--- src/rtl/tagged_uart_pkg.sv ---
// tagged_uart_pkg: FSM states, error codes and default command tag for tagged_word_uart_rx
// Macro: TAGGED_WORD_UART_RX_CHECKSUM_EN adds the checksum states and code.
package tagged_uart_pkg;
    typedef enum logic [2:0] {
        IDLE     = 3'd0,
        GET_DATA = 3'd1,
        WAIT_TAG = 3'd2,
        GET_CMD  = 3'd3
`ifdef TAGGED_WORD_UART_RX_CHECKSUM_EN
        ,
        GET_CSUM_TAG = 3'd4,
        GET_CSUM     = 3'd5
`endif
    } state_t;
    localparam logic [1:0] ERR_NONE    = 2'd0;
    localparam logic [1:0] ERR_TAG     = 2'd1;
    localparam logic [1:0] ERR_TIMEOUT = 2'd2;
`ifdef TAGGED_WORD_UART_RX_CHECKSUM_EN
    localparam logic [1:0] ERR_CSUM    = 2'd3;
`endif
    localparam logic [7:0] DEFAULT_CMD_TAG = 8'd0;
endpackage

--- src/rtl/rx_timeout_counter.sv ---
// rx_timeout_counter: inter-byte watchdog
// Ports: clk, reset (sync, active-high), run (count enable), clear (restart),
//        expired (high in the cycle the count reaches TIMEOUT_CYC-1 without clear)
module rx_timeout_counter #(
    parameter int TIMEOUT_CYC = 100000
) (
    input  logic clk,
    input  logic reset,
    input  logic run,
    input  logic clear,
    output logic expired
);
    localparam int TW = $clog2(TIMEOUT_CYC);
    logic [TW-1:0] timer;
    always_ff @(posedge clk)
        timer <= (reset || clear || !run) ? '0 : timer + 1'b1;
    // a byte in the expiry cycle suppresses the timeout
    assign expired = run && !clear && timer == TW'(TIMEOUT_CYC - 1);
endmodule

--- src/rtl/tagged_word_uart_rx.sv ---
// tagged_word_uart_rx: assembles tagged UART bytes into little-endian words and command bytes
// Ports: clk, reset (sync, active-high), byte_data/byte_valid (from uart_sm_rx),
//        word_data/word_valid, cmd_data/cmd_valid, err/err_code, busy
// Macro: TAGGED_WORD_UART_RX_CHECKSUM_EN appends an XOR checksum (tag NBYTES+1) to each word.
module tagged_word_uart_rx
    import tagged_uart_pkg::*;
#(
    parameter int         NBYTES      = 4,
    parameter int         TIMEOUT_CYC = 100000,
    parameter logic [7:0] CMD_TAG     = DEFAULT_CMD_TAG
) (
    input  logic                clk,
    input  logic                reset,
    input  logic [7:0]          byte_data,
    input  logic                byte_valid,
    output logic [8*NBYTES-1:0] word_data,
    output logic                word_valid,
    output logic [7:0]          cmd_data,
    output logic                cmd_valid,
    output logic                err,
    output logic [1:0]          err_code,
    output logic                busy
);
    localparam int DW = 8 * NBYTES;
    state_t        state;
    logic [3:0]    k;
    logic [DW-1:0] buffer, merged;
    logic          expired;
`ifdef TAGGED_WORD_UART_RX_CHECKSUM_EN
    logic [7:0]    csum;
`endif

    rx_timeout_counter #(.TIMEOUT_CYC(TIMEOUT_CYC)) u_timeout (
        .clk     (clk),
        .reset   (reset),
        .run     (busy),
        .clear   (byte_valid),
        .expired (expired)
    );

    // buffer with the incoming byte dropped into slot k; stale slots are kept
    always_comb begin
        merged = buffer;
        for (int i = 0; i < NBYTES; i++)
            if (k == 4'(i + 1)) merged[8*i +: 8] = byte_data;
    end

    always_ff @(posedge clk) begin
        if (reset) begin
            state      <= IDLE;
            k          <= 4'd1;
            buffer     <= '0;
            word_data  <= '0;
            word_valid <= 1'b0;
            cmd_data   <= '0;
            cmd_valid  <= 1'b0;
            err        <= 1'b0;
            err_code   <= ERR_NONE;
            busy       <= 1'b0;
`ifdef TAGGED_WORD_UART_RX_CHECKSUM_EN
            csum       <= '0;
`endif
        end else begin
            word_valid <= 1'b0;
            cmd_valid  <= 1'b0;
            err        <= 1'b0;
            if (byte_valid) begin
                case (state)
                    IDLE: begin
                        if (byte_data == 8'd1) begin
                            state <= GET_DATA;
                            k     <= 4'd1;
                            busy  <= 1'b1;
                        end else if (byte_data == CMD_TAG) begin
                            state <= GET_CMD;
                            busy  <= 1'b1;
                        end
                    end
                    GET_DATA: begin
                        buffer <= merged;
`ifdef TAGGED_WORD_UART_RX_CHECKSUM_EN
                        csum   <= (k == 4'd1) ? byte_data : csum ^ byte_data;
`endif
                        if (k == 4'(NBYTES)) begin
`ifdef TAGGED_WORD_UART_RX_CHECKSUM_EN
                            state <= GET_CSUM_TAG;
`else
                            state      <= IDLE;
                            busy       <= 1'b0;
                            word_data  <= merged;
                            word_valid <= 1'b1;
`endif
                        end else begin
                            k     <= k + 4'd1;
                            state <= WAIT_TAG;
                        end
                    end
                    WAIT_TAG: begin
                        if (byte_data == {4'd0, k}) begin
                            state <= GET_DATA;
                        end else begin
                            err      <= 1'b1;
                            err_code <= ERR_TAG;
                            // a fresh tag 1 restarts the frame instead of dropping it
                            if (byte_data == 8'd1) begin
                                k     <= 4'd1;
                                state <= GET_DATA;
                            end else begin
                                state <= IDLE;
                                busy  <= 1'b0;
                            end
                        end
                    end
                    GET_CMD: begin
                        cmd_data  <= byte_data;
                        cmd_valid <= 1'b1;
                        state     <= IDLE;
                        busy      <= 1'b0;
                    end
`ifdef TAGGED_WORD_UART_RX_CHECKSUM_EN
                    GET_CSUM_TAG: begin
                        if (byte_data == 8'(NBYTES + 1)) begin
                            state <= GET_CSUM;
                        end else begin
                            err      <= 1'b1;
                            err_code <= ERR_TAG;
                            state    <= IDLE;
                            busy     <= 1'b0;
                        end
                    end
                    GET_CSUM: begin
                        state <= IDLE;
                        busy  <= 1'b0;
                        if (byte_data == csum) begin
                            word_data  <= buffer;
                            word_valid <= 1'b1;
                        end else begin
                            err      <= 1'b1;
                            err_code <= ERR_CSUM;
                        end
                    end
`endif
                    default: begin
                        state <= IDLE;
                        busy  <= 1'b0;
                    end
                endcase
            end else if (expired) begin
                state    <= IDLE;
                busy     <= 1'b0;
                err      <= 1'b1;
                err_code <= ERR_TIMEOUT;
            end
        end
    end
endmodule

--- config.mk ---
export PLATFORM = sky130hd
export DESIGN_NAME = tagged_word_uart_rx
export DESIGN_NICKNAME = d
export VERILOG_FILES = /design/src/rtl/tagged_uart_pkg.sv /design/src/rtl/rx_timeout_counter.sv /design/src/rtl/tagged_word_uart_rx.sv
export SDC_FILE = /design/constraint.sdc
export NUM_CORES = 1
export LEC_CHECK = 0
export BUFFER_PORTS_ARGS = -buffer_cell sky130_fd_sc_hd__buf_2
export CAP_MARGIN = 15
export CORE_MARGIN = 3
export CORE_UTILIZATION = 30
export DETAILED_ROUTE_END_ITERATION = 10
export GPL_ROUTABILITY_DRIVEN = 0
export REMOVE_ABC_BUFFERS = 1
export SLEW_MARGIN = 20
export SYNTH_ARGS = -nofsm -noshare
export SYNTH_HDL_FRONTEND = slang
export SYNTH_SLANG_ARGS = --single-unit
--- constraint.sdc ---
create_clock -name clk -period 1.8 [get_ports clk]
set_clock_uncertainty 0.1 [all_clocks]
set_input_delay 0.09 -clock clk [delete_from_list [all_inputs] [get_ports clk]]
set_output_delay 0.09 -clock clk [all_outputs]
set_load 0.02 [all_outputs]
==> flow_summary.json <==
{
  "ys_top_cells_by_count": "dfxtp_1 (93), nor2_1 (79), mux2i_1 (50)",
  "tns_ns": 0,
  "finalSetupViolCount": 0,
  "cp_cell_sequence": "ha_4, nand4_1, or4_4, buf_4, a41o_1",
  "timing.rr.end": "state[0]$_SDFFE_PP0P_",
  "num_vias": 3222,
  "leakage_nw": 1.94,
  "path_clk_slew_ns": 0.06,
  "row_count": 41,
  "wl_per_cell_um": 13.9,
  "arrival_ns": 1.90,
  "cts.path.max_buffers": 2,
  "ir_drop_mv": 0.420,
  "drt-pass1-iter-count": 4,
  "drt_iter0_markers": 162,
  "hp-class": "input port to flip-flop",
  "total_power_mw": 3.98,
  "pre_cts_ws_ns": -0.0920,
  "critical_path.max_stage_delay_ns": 0.55,
  "clkLatencyLatePin_ns": 0.35,
  "path_class": "flip-flop to flip-flop",
  "reg2regPathDepth": 5,
  "required_ns": 1.94,
  "status": "complete, no violations",
  "max-cap-violations": 0,
  "yosysTopAreaCellShare": 0.458,
  "syn_inst": 440,
  "yosysMostFrequentCell": "dfxtp_1",
  "crit_path_top_delay_cell": "or4_4",
  "power.density_mw_per_mm2": 785,
  "cts_root_buf": "clkbuf_16",
  "netlist_area_mm2": 0.00406,
  "ys_seq_area_frac": 0.458,
  "grt-ovfl-total": 0,
  "clock.fmax_mhz": 568,
  "die-area_mm2": 0.0150,
  "ff2ff_setup_slack_ns": 0.04,
  "io_buffers": 56,
  "async_reset_ff_frac": 0,
  "h-tree-depth": 3,
  "start_util": 0.314,
  "nets": 533,
  "die_h_um": 122,
  "yosysWarnings": 0,
  "io_pins": 57,
  "slew_headroom": 0.570,
  "r2r_start": "u_timeout.timer[0]$_SDFF_PP0_",
  "tightest_slew_ns": 0.643,
  "min-delay-start": "byte_valid",
  "final.min_clock_period_ns": 1.76,
  "slew_viol_final": 0,
  "start_kind": "flip-flop",
  "die_x_um": 122,
  "synthTopCellsByArea": "dfxtp_1 (46%), mux2i_1 (12%), nor2_1 (7.3%)",
  "syn_area_per_cell_um2": 9.24,
  "synth_top_flop_cell": "dfxtp_1",
  "rsz0062_at_grt": "true",
  "worstSetupEndpointType": "flip-flop",
  "setup_ws_ns": 0.0381,
  "via_per_inst": 4.64,
  "fin_crit_sh": 0.979,
  "cts_tree": "done",
  "synth_largest_area_cell": "dfxtp_1",
  "dp_hpwl_um": 6490,
  "critPathMaxFanout": 5,
  "grt_antenna_before_repair": 0,
  "final_util": 0.392,
  "areaGrowthSynthToFinish_pct": 24.8,
  "coreArea_mm2": 0.0129,
  "ant_nets": 0,
  "drt_wl_total_um": 9620,
  "route.detailed.drc": 0,
  "synthDistinctLibCells": 48,
  "grt_max_degree": 66,
  "drive_gt1_frac": 0.266,
  "min_path_cells": 3,
  "cts_sinks": 93,
  "synth-edff-count": 0,
  "grt_pass1_vias": 2997,
  "numCtsBuffers": 9,
  "grt_pass1_wl_um": 14800,
  "finalHoldViolCount": 0,
  "min_to": "state[0]$_SDFFE_PP0P_",
  "synth_seq_cells": 93,
  "track_usage": 0.126,
  "antenna_cells": 0
}
[report_power, final]
group,switching [mW],internal (mW),leakage (nW)
clock network,0.788,0.976,0.136
registers,0.00379,2.06,0.751
logic,0.0979,0.0568,1.05
[critical path: cells and delay by family (launching register included)]
kind                       cells  cell delay, ns
AOI/OAI and AO/OA              1            0.22
adders and majority gates      1            0.14
buffers and inverters          1            0.17
DFF                            1            0.35
and+or+nand+nor                2            0.67
[worst max-delay path by stage]
| stage | from | to | cells past startpoint |
|---|---|---|---|
| floorplan | k[0]$_SDFFE_PP1P_ | word_data[0]$_SDFFE_PP0P_ | 5 |
| global placement | u_timeout.timer[11]$_SDFF_PP0_ | busy$_SDFFE_PP0P_ | 5 |
| detailed placement | u_timeout.timer[11]$_SDFF_PP0_ | busy$_SDFFE_PP0P_ | 5 |
| CTS | u_timeout.timer[0]$_SDFF_PP0_ | busy$_SDFFE_PP0P_ | 5 |
| global route | u_timeout.timer[0]$_SDFF_PP0_ | busy$_SDFFE_PP0P_ | 5 |
| finish | u_timeout.timer[0]$_SDFF_PP0_ | state[0]$_SDFFE_PP0P_ | 5 |
[routing by layer]
layer | global-route usage | vias to the layer above | part of all wire
li1 | - | 1651 | -
met1 | 0.161 | 1490 | 0.47
met2 | 0.204 | 67 | 0.47
met3 | 0.0415 | 14 | 0.047
met4 | 0.0378 | 0 | 0.012
met5 | 0 | - | 0
[flip-flops by register name (all words and copies together) (netlist names)]
name,cells
buffer,24
state,2
u_timeout.timer,17
err_code,2
cmd_valid,1
word_data,32
word_valid,1
cmd_data,8
busy,1
err,1
k,4
[stage by stage]
step / instances / hold slack (ns) / cell area [um2]
2_1_floorplan: 403 / 0.0591 / 3810
3_3_place_gp: 673 / 0.338 / 4660
3_5_place_dp: 673 / 0.348 / 4660
4_1_cts: 690 / 0.0557 / 4980
5_1_grt: 694 / 0.0788 / 5070
6_report: 694 / 0.0648 / 5070
[cells by family after synthesis]
kind of cell               synth area share
AOI/OAI and AO/OA                    0.0988
xor gates and xnor gates             0.0409
adders and majority gates            0.0154
buffers and inverters                0.0696
DFF                                   0.458
muxes                                 0.123
and+or+nand+nor                       0.194
[final cells by class]
cell class                      instances  area, um2
Tap cell                              172        215
Sequential cell                        93       1870
Fill cell                            1325       7850
Clock inverter                          5       35.0
Inverter                                9       33.8
Multi-Input combinational cell        301       1970
Clock buffer                           11        243
Timing Repair Buffer                  103        707
[layout by cell type, fill, tap and decap left out, types with 3 or more instances in the layout]
master	instances
xnor2_1	11
buf_4	39
nor2_1	78
inv_1	9
a21oi_1	22
nand2_1	40
nand3_1	11
and2_1	3
ha_1	4
nand4_1	5
dfxtp_1	88
clkbuf_16	11
and3_1	4
mux2i_1	50
xor2_1	8
buf_6	3
a211oi_1	24
dfxtp_2	4
nor2b_1	3
buf_2	56
[what timing repair did]
item,in CTS,in global routing
pin swaps,4,2
cloned,0,2
endpoints found under the setup margin,2,52
buffers inserted,0,2
hold buffers,1,0
endpoints found under the hold margin,3,0
resized for setup,7,12
(Power assumes the default switching activity.)
